File: config.mk
export PLATFORM = sky130hd
export DESIGN_NAME = fb_pattern_writer
export DESIGN_NICKNAME = d
export VERILOG_FILES = /design/src/rtl/fbw_pkg.sv /design/src/rtl/fb_pattern_gen.sv /design/src/rtl/fb_pattern_writer.sv
export SDC_FILE = /design/constraint.sdc
export NUM_CORES = 1
export LEC_CHECK = 0
export BUFFER_PORTS_ARGS = -buffer_cell sky130_fd_sc_hd__buf_2
export CAP_MARGIN = 20
export CORE_UTILIZATION = 51
export DETAILED_ROUTE_END_ITERATION = 6
export PLACE_DENSITY_LB_ADDON = 0.2
export SYNTH_ARGS = -nofsm -noshare
export SYNTH_HDL_FRONTEND = slang
export SYNTH_SLANG_ARGS = --single-unit
File: constraint.sdc
create_clock -name wshb_clk_i -period 3.3 [get_ports wshb_clk_i]
set_input_delay 0.33 -clock wshb_clk_i [delete_from_list [all_inputs] [get_ports wshb_clk_i]]
set_output_delay 0.33 -clock wshb_clk_i [all_outputs]
set_load 0.01 [all_outputs]
File: src/rtl/fbw_pkg.sv
// Shared types and helpers for the framebuffer pattern writer.
// Contents: FSM state enum, pattern mode codes, pixel packing function.
// No ports; imported by fb_pattern_writer and fb_pattern_gen.
package fbw_pkg;

  typedef enum logic [1:0] {
    IDLE  = 2'd0,
    WRITE = 2'd1,
    DONE  = 2'd2
  } state_e;

  // Mode 3 is reserved and falls through to solid in the generator.
  localparam logic [1:0] MODE_SOLID = 2'd0;
  localparam logic [1:0] MODE_GRAD  = 2'd1;
  localparam logic [1:0] MODE_GRID  = 2'd2;

  // Framebuffer word layout: unused top byte, then R, G, B.
  function automatic logic [31:0] pack_pixel(input logic [7:0] r,
                                             input logic [7:0] g,
                                             input logic [7:0] b);
    return {8'h00, r, g, b};
  endfunction

endpackage

File: src/rtl/fb_pattern_gen.sv
// Test-pattern pixel generator: (mode, color, x, y) -> 32-bit framebuffer word.
// Latency: purely combinational. Backpressure: none, stateless.
// Ports: mode_i (pattern select), color_i {R,G,B}, x_i/y_i pixel coords, pix_o packed word.
module fb_pattern_gen
  import fbw_pkg::*;
#(
  parameter int XW = 10,
  parameter int YW = 9
) (
  input  logic [1:0]    mode_i,
  input  logic [23:0]   color_i,
  input  logic [XW-1:0] x_i,
  input  logic [YW-1:0] y_i,
  output logic [31:0]   pix_o
);

  // Only the low byte of each coordinate matters for any pattern; the
  // 8-bit sum gives the truncated (x+y) value directly.
  logic [7:0] x8;
  logic [7:0] y8;
  logic [7:0] sum8;
  logic       on_line;

  assign x8      = 8'(x_i);
  assign y8      = 8'(y_i);
  assign sum8    = x8 + y8;
  assign on_line = (x8[3:0] == 4'd0) || (y8[3:0] == 4'd0);

  always_comb begin
    pix_o = pack_pixel(color_i[23:16], color_i[15:8], color_i[7:0]);
    case (mode_i)
      MODE_GRAD: pix_o = pack_pixel(x8, y8, sum8);
      MODE_GRID: pix_o = on_line ? pack_pixel(color_i[23:16], color_i[15:8], color_i[7:0])
                                 : 32'h0;
      default:   pix_o = pack_pixel(color_i[23:16], color_i[15:8], color_i[7:0]);
    endcase
  end

endmodule

File: src/rtl/fb_pattern_writer.sv
// Wishbone master that fills a linear 32bpp framebuffer with a generated test pattern.
// Latency: stb rises the cycle after start; one word per clock while ack is held high.
// Backpressure: stb/adr/dat held until ack; abort only takes effect after the pending ack.
// Ports: wshb_clk_i/wshb_rst_i (sync active-high), wshb_*_o master outputs, wshb_ack_i,
//        start_i/mode_i/color_i/abort_i control, busy_o/done_o/aborted_o status.
module fb_pattern_writer
  import fbw_pkg::*;
#(
  parameter int          HDISP    = 800,
  parameter int          VDISP    = 480,
  parameter logic [31:0] BASE_ADR = 32'h0
) (
  input  logic        wshb_clk_i,
  input  logic        wshb_rst_i,
  output logic        wshb_cyc_o,
  output logic        wshb_stb_o,
  output logic        wshb_we_o,
  output logic [3:0]  wshb_sel_o,
  output logic [2:0]  wshb_cti_o,
  output logic [1:0]  wshb_bte_o,
  output logic [31:0] wshb_adr_o,
  output logic [31:0] wshb_dat_ms_o,
  input  logic        wshb_ack_i,
  input  logic        start_i,
  input  logic [1:0]  mode_i,
  input  logic [23:0] color_i,
  input  logic        abort_i,
  output logic        busy_o,
  output logic        done_o,
  output logic        aborted_o
);

  localparam int XW = (HDISP > 1) ? $clog2(HDISP) : 1;
  localparam int YW = (VDISP > 1) ? $clog2(VDISP) : 1;
  localparam logic [XW-1:0] X_LAST = XW'(HDISP - 1);
  localparam logic [YW-1:0] Y_LAST = YW'(VDISP - 1);

  state_e        state_q, state_d;
  logic [XW-1:0] x_q, x_d;
  logic [YW-1:0] y_q, y_d;
  logic [31:0]   adr_q, adr_d;
  logic [31:0]   dat_q, dat_d;
  logic [1:0]    mode_q, mode_d;
  logic [23:0]   color_q, color_d;
  logic          abort_q, abort_d;
  logic          cyc_q, cyc_d;
  logic          busy_q, busy_d;
  logic          done_q, done_d;
  logic          aborted_q, aborted_d;

  logic [1:0]    gen_mode;
  logic [23:0]   gen_color;
  logic [XW-1:0] gen_x;
  logic [YW-1:0] gen_y;
  logic [31:0]   gen_pix;
  logic          last_pix;

  // Generator always looks at the pixel that will be loaded next: (0,0)
  // with the live mode/color when starting, otherwise the raster successor.
  always_comb begin
    gen_mode  = mode_q;
    gen_color = color_q;
    gen_x     = '0;
    gen_y     = '0;
    if (state_q == IDLE) begin
      gen_mode  = mode_i;
      gen_color = color_i;
    end else if (x_q == X_LAST) begin
      gen_y = y_q + YW'(1);
    end else begin
      gen_x = x_q + XW'(1);
      gen_y = y_q;
    end
  end

  fb_pattern_gen #(
    .XW(XW),
    .YW(YW)
  ) u_gen (
    .mode_i (gen_mode),
    .color_i(gen_color),
    .x_i    (gen_x),
    .y_i    (gen_y),
    .pix_o  (gen_pix)
  );

  assign last_pix = (x_q == X_LAST) && (y_q == Y_LAST);

  always_comb begin
    state_d   = state_q;
    x_d       = x_q;
    y_d       = y_q;
    adr_d     = adr_q;
    dat_d     = dat_q;
    mode_d    = mode_q;
    color_d   = color_q;
    abort_d   = abort_q;
    cyc_d     = cyc_q;
    busy_d    = busy_q;
    done_d    = 1'b0;
    aborted_d = 1'b0;
    case (state_q)
      IDLE: begin
        abort_d = 1'b0;
        if (start_i) begin
          state_d = WRITE;
          mode_d  = mode_i;
          color_d = color_i;
          x_d     = '0;
          y_d     = '0;
          adr_d   = BASE_ADR;
          dat_d   = gen_pix;
          cyc_d   = 1'b1;
          busy_d  = 1'b1;
        end
      end
      WRITE: begin
        if (abort_i) abort_d = 1'b1;
        if (wshb_ack_i) begin
          // An abort seen with this ack still lets the acked word count.
          if (last_pix || abort_q || abort_i) begin
            state_d   = DONE;
            cyc_d     = 1'b0;
            busy_d    = 1'b0;
            done_d    = 1'b1;
            aborted_d = abort_q | abort_i;
          end else begin
            x_d   = gen_x;
            y_d   = gen_y;
            adr_d = adr_q + 32'd4;
            dat_d = gen_pix;
          end
        end
      end
      DONE:    state_d = IDLE;
      default: state_d = IDLE;
    endcase
  end

  always_ff @(posedge wshb_clk_i) begin
    if (wshb_rst_i) begin
      state_q   <= IDLE;
      x_q       <= '0;
      y_q       <= '0;
      adr_q     <= 32'h0;
      dat_q     <= 32'h0;
      mode_q    <= MODE_SOLID;
      color_q   <= 24'h0;
      abort_q   <= 1'b0;
      cyc_q     <= 1'b0;
      busy_q    <= 1'b0;
      done_q    <= 1'b0;
      aborted_q <= 1'b0;
    end else begin
      state_q   <= state_d;
      x_q       <= x_d;
      y_q       <= y_d;
      adr_q     <= adr_d;
      dat_q     <= dat_d;
      mode_q    <= mode_d;
      color_q   <= color_d;
      abort_q   <= abort_d;
      cyc_q     <= cyc_d;
      busy_q    <= busy_d;
      done_q    <= done_d;
      aborted_q <= aborted_d;
    end
  end

  // Single-beat classic cycles only: cyc/stb/we move together.
  assign wshb_cyc_o    = cyc_q;
  assign wshb_stb_o    = cyc_q;
  assign wshb_we_o     = cyc_q;
  assign wshb_sel_o    = 4'hF;
  assign wshb_cti_o    = 3'b000;
  assign wshb_bte_o    = 2'b00;
  assign wshb_adr_o    = adr_q;
  assign wshb_dat_ms_o = dat_q;
  assign busy_o        = busy_q;
  assign done_o        = done_q;
  assign aborted_o     = aborted_q;

endmodule
# After elaboration in Yosys (flattened, before gate mapping)
# Cells that the tools add are included.
[op_classes]
muxes = 35
add_sub_neg = 4
n_reduce_logical = 17
eq_ne = 10
bitwise = 4
[op_table]
columns = ["op", "count"]
rows = [
  ["two-way mux 32 bit", 6],
  ["one-hot mux 32 bit (2 select lines)", 3],
  ["two-way mux 10 bit", 5],
  ["two-way mux 24 bit", 2],
  ["two-way mux 9 bit", 5],
  ["adder 32 x 3 -> 32 bit, second input constant", 1],
  ["one-hot mux 10 bit (2 select lines)", 1],
  ["one-hot mux 9 bit (2 select lines)", 1],
  ["adder 10 x 1 -> 10 bit, second input constant", 1],
  ["equality test 10 bit, second input constant", 1],
  ["inequality test 2 bit, second input constant", 5],
  ["adder 9 x 1 -> 9 bit, second input constant", 1],
  ["equality test 9 bit, second input constant", 1],
  ["adder 8 bit", 1],
  ["logical NOT 4 bit", 2],
  ["two-way mux 2 bit", 4],
  ["AND reduction 4 bit", 2],
  ["two-way mux 1 bit", 5],
  ["AND reduction 5 bit", 1],
  ["equality test 2 x 1 -> 1 bit, second input constant", 2],
  ["one-hot mux 1 bit (2 select lines)", 2],
  ["one-hot mux 2 bit (2 select lines)", 1],
  ["AND reduction 2 bit", 2],
  ["OR reduction 4 bit", 1],
  ["other kinds (10)", 14],
]
[totals]
reg_bits = 115
inputBits = 31
out_inout_bits = 79

# Longest topological paths before layout
[logic_depth]
depth_word = 10
mapped_depth = 13
mapped_depth_nobuf = 13

# Cells and area by module
# A second synthesis with hierarchy kept.
[hier_totals]
cells_unflattened = 773
hier_area_um2 = 6132.1
[by_module_without_submodules]
columns = ["module", "cells_per_inst", "instances", "area_each_um2"]
rows = [
  ["fb_pattern_writer", 676, 1, 5424.0],
  ["fb_pattern_gen", 97, 1, 708.2],
]

# Worst setup path after synthesis
# No wires, ideal clock.
[synth_path]
kind = "flip-flop to flip-flop"
start = "register x_q[5]"
end = "register dat_q[6], in the netlist wshb_dat_ms_o[6]"
period_less_slack_ps = 3270
path_stages_with_launch = 14
t_arrival_ps = 3128
setup_slack_ps = 30
path_cell_list = "dfxtp_1 -> buf_6 -> or4b_4 -> nor3_2 -> xnor2_1 -> nor2_1 -> ha_1 -> fa_1 -> a21o_1 -> a21oi_1 -> o21ai_0 -> xor2_1 -> a221oi_1 -> nor3_1"
[synth_via]
elab_chain_len = 10
word_cells_on_any_way = 21
classes_between = "2 x add/sub; 2 x eq/ne; 10 x mux; 7 x reduce/logical"
[synth_rtl]
columns = ["element", "line_no", "text"]
rows = [
  ["start: declaration", "fb_pattern_writer.sv:39", "logic [XW-1:0] x_q, x_d;"],
  ["start signal: assignment", "fb_pattern_writer.sv:143", "x_q <= '0;"],
  ["start signal: assignment", "fb_pattern_writer.sv:156", "x_q <= x_d;"],
  ["branches (longest 10 deep; another with adder 10 x 1 -> 10 bit)", "-", ""],
  ["end signal: assignment", "fb_pattern_writer.sv:159", "dat_q <= dat_d;"],
  ["end: declaration", "fb_pattern_writer.sv:42", "logic [31:0] dat_q, dat_d;"],
]
# Parallel ways; which one is timed is not known. The select of a mux whose other input is x is not followed.
# A chain may end at the register's enable or synchronous reset.

# Final worst setup path
[layout_path]
start = "register x_q[1]"
end = "register dat_q[7], in the netlist wshb_dat_ms_o[7]"
[layout_via]
elab_chain_len = 10
word_cells_on_any_way = 21
classes_between = "2 x add/sub; 2 x eq/ne; 10 x mux; 7 x reduce/logical"
[layout_rtl]
columns = ["element"]
rows = [
  ["branches (longest 10 deep; another with adder 10 x 1 -> 10 bit)"],
]
# Parallel ways; which one is timed is not known. The select of a mux whose other input is x is not followed.

==> flow_metrics.env <==
export IMPL_status="finished, final reports clean"
export IMPL_vias_per_cell=5.69
export IMPL_required_ps=3560
export IMPL_setup_viol=0
export IMPL_dp_hpwl_um=11600
export IMPL_synth_edf_count=0
export IMPL_regToRegSetupSlack_ps=160
export IMPL_cts_buffer_depth=2
export IMPL_tightest_slew_ps=930
export IMPL_setup_tns_ps=0
export IMPL_nNetsFinal=885
export IMPL_place_ws_ps=-9.11
export IMPL_slowest_stage="or4_4"
export IMPL_drive_gt1_share_pct=24.0
export IMPL_ys_flop_type="dfxtp_1"
export IMPL_crit_top_cell="ha_1"
export IMPL_worstPathMaxFanout=6
export IMPL_vias=5615
export IMPL_finalHoldViolations=0
export IMPL_syn_inst=752
export IMPL_cts_root_buffer="clkbuf_16"
export IMPL_antenna_left=0
export IMPL_std_cell_rows=38
export IMPL_period_share_pct=95.2
export IMPL_die_area_um2=11800
export IMPL_slew_violations=0
export IMPL_fin_skew_ps=6.85
export IMPL_diodes=0
export IMPL_synthArstFlopShare_pct=0
export IMPL_stdcell_area_um2=6780
export IMPL_die_w_um=109
export IMPL_p_per_area_nw_per_um2=431
export IMPL_placed_area_um2=6390
export IMPL_yosys_top_cells_area="dfxtp_1 (36%), nand2_1 (9.8%), nor2_1 (6.3%)"
export IMPL_firstDrtPassIters=6
export IMPL_first_global_vias=4979
export IMPL_io_buffers=90
export IMPL_yosysSeqAreaShare_pct=36.3
export IMPL_fin_util_pct=62.0
export IMPL_clk_pin_slew_worst_paths_ps=70
export IMPL_grt_pass1_wl_um=25000
export IMPL_multi_input_area_um2=3410
export IMPL_ys_seq_elements=105
export IMPL_clkSinkCount=105
export IMPL_ff_latch_area_um2=2100
export IMPL_numCtsBuffers=9
export IMPL_cts_tree="yes"
export IMPL_drc=0
export IMPL_syn_to_final_growth_pct=17.1
export IMPL_clkLatencyLatePin_ps=350
export IMPL_die_h_um=109
export IMPL_pin_count=110
export IMPL_initial_core_util_pct=53.0
export IMPL_grt_overflow=0
export IMPL_crit_chain="ha_1, nand4_1, buf_4, or4_4, xor2_4, nor2_1, ha_1, a21oi_2, o211ai_1, nand3_1, nand2_1, and3_1, o32ai_1"
export IMPL_worst_slack_ps=157
export IMPL_gp_congestion=0.911
export IMPL_crit_path_start="x_q[1]$_SDFFE_PP0P_"
export IMPL_worst_setup_path_start_kind="flip-flop"
export IMPL_synth_warning_count=0
export IMPL_fin_crit_ps=3140
export IMPL_final_common_cell="nand2_1"
export IMPL_grt_usage_pct=27.4
export IMPL_syn_area_um2=5790
export IMPL_drt_iter0_markers=398
export IMPL_maxCapViolCount=0
export IMPL_min_delay_path_class="in -> reg"
export IMPL_wl_per_cell_um=16.2
export IMPL_fp_coreArea_um2=10900
export IMPL_criticalPathCategory="reg -> reg"
export IMPL_wirelength_um=15900
export IMPL_yosysTopAreaCellShare_pct=36.3
export IMPL_syn_avg_cell_area_um2=7.70
export IMPL_yosysUniqueCellTypes=62
export IMPL_vdd_drop_max_uv=438
export IMPL_leakagePower_nw=2.85
export IMPL_r2r_start="x_q[1]$_SDFFE_PP0P_"
export IMPL_hp_start="color_i[19]"
export IMPL_grt_start_max_net_pins=36
export IMPL_fmax_ghz=0.318
export IMPL_hold_buffers=0
export IMPL_worstPathArrival_ps=3400
export IMPL_synth_top_area_cell="dfxtp_1"
export IMPL_n_fill_cell=995
export IMPL_slowest_delay_ps=580
export IMPL_antenna_found_initial=0
export IMPL_htree_levels=3
export IMPL_slew_headroom_pct=37.9
export IMPL_final_cell_mix="nand2_1 (152), dfxtp_1 (104), nor2_1 (96), buf_2 (90), a21oi_1 (52)"
export IMPL_end_kind="flip-flop"
==> kinds of logic after synthesis <==
group	count (synthesis)	share of synthesized area [%]
buf+inv	81	7.45
compound gates	129	14.9
simple gates	380	31.8
mux	6	1.04
flops	105	36.3
xor+xnor	36	5.44
fa+ha+maj	13	2.94
other cells	2	0.130
==> metrics by stage <==
stage	total power, mW	hold slack (ps)	cells
2_1_floorplan	1.70	436	769
3_3_place_gp	1.83	442	968
3_5_place_dp	1.84	448	968
4_1_cts	2.93	219	984
5_1_grt	3.03	226	986
6_report	2.92	228	986
==> critical path: cells and delay by family, from the launching register on <==
| kind | cells | cell delay, ps |
|---|---|---|
| adder cells (fa/ha/maj) | 2 | 530 |
| AND/OR/NAND/NOR | 6 | 1190 |
| XOR/XNOR | 1 | 200 |
| buffers and inverters | 1 | 220 |
| flip-flops | 1 | 340 |
| AO/OA/AOI/OAI | 3 | 550 |
==> registers in the layout (all words and copies together), names as in the netlist, 2 cells and up <==
name	count
wshb_dat_ms_o	24
x_q	10
color_q	24
state_q	2
wshb_adr_o	30
y_q	9
mode_q	2
==> synthesized netlist by cell type (9+ instances only) <==
cell type    n
nand2_1    152
dfxtp_1    105
nor2_1      97
a21oi_1     55
clkbuf_1    33
nand3_1     27
buf_4       23
xor2_1      22
nor3_2      21
nand4_1     17
nor3_1      17
inv_1       14
xnor2_1     14
a221oi_1    13
o21ai_0     13
ha_1        12
a211oi_1    11
or3_1        9
==> per-layer routing <==
layer,vias to the layer above,track usage [%],part of all wire (%)
li1,2728,-,-
met1,2640,34.9,42
met2,218,45.9,49
met3,29,4.58,6.1
met4,0,11.3,2.4
met5,-,0,0
==> layout make-up <==
type	instances	area share [%]
Timing Repair Buffer	128	10.8
Tap cell	140	2.58
Sequential cell	105	31.0
Multi-Input combinational cell	583	50.3
Clock buffer	10	3.52
Clock inverter	6	0.959
Inverter	14	0.775
==> path summary, 6_finish.rpt <==
| check | cells after the start | endpoint |
|---|---|---|
| max | 13 | wshb_dat_ms_o[7]$_SDFFE_PP0P_ |
| min | 3 | color_q[19]$_SDFFE_PP0P_ |
| max reg2reg | 13 | wshb_dat_ms_o[7]$_SDFFE_PP0P_ |
| min reg2reg | 2 | color_q[21]$_SDFFE_PP0P_ |
==> timing repair <==
item / CTS / global route
buffers inserted: 0 / 2
pin swaps: 0 / 3
cloned: 0 / 0
setup endpoints to repair: 1 / 3
resized for setup: 1 / 13
==> power breakdown <==
group / switching, mW / total (mW) / internal, mW
combinational: 0.305 / 0.461 / 0.156
sequential: 0.0310 / 1.35 / 1.32
clock: 0.493 / 1.10 / 0.611
(Power assumes the default switching activity.)
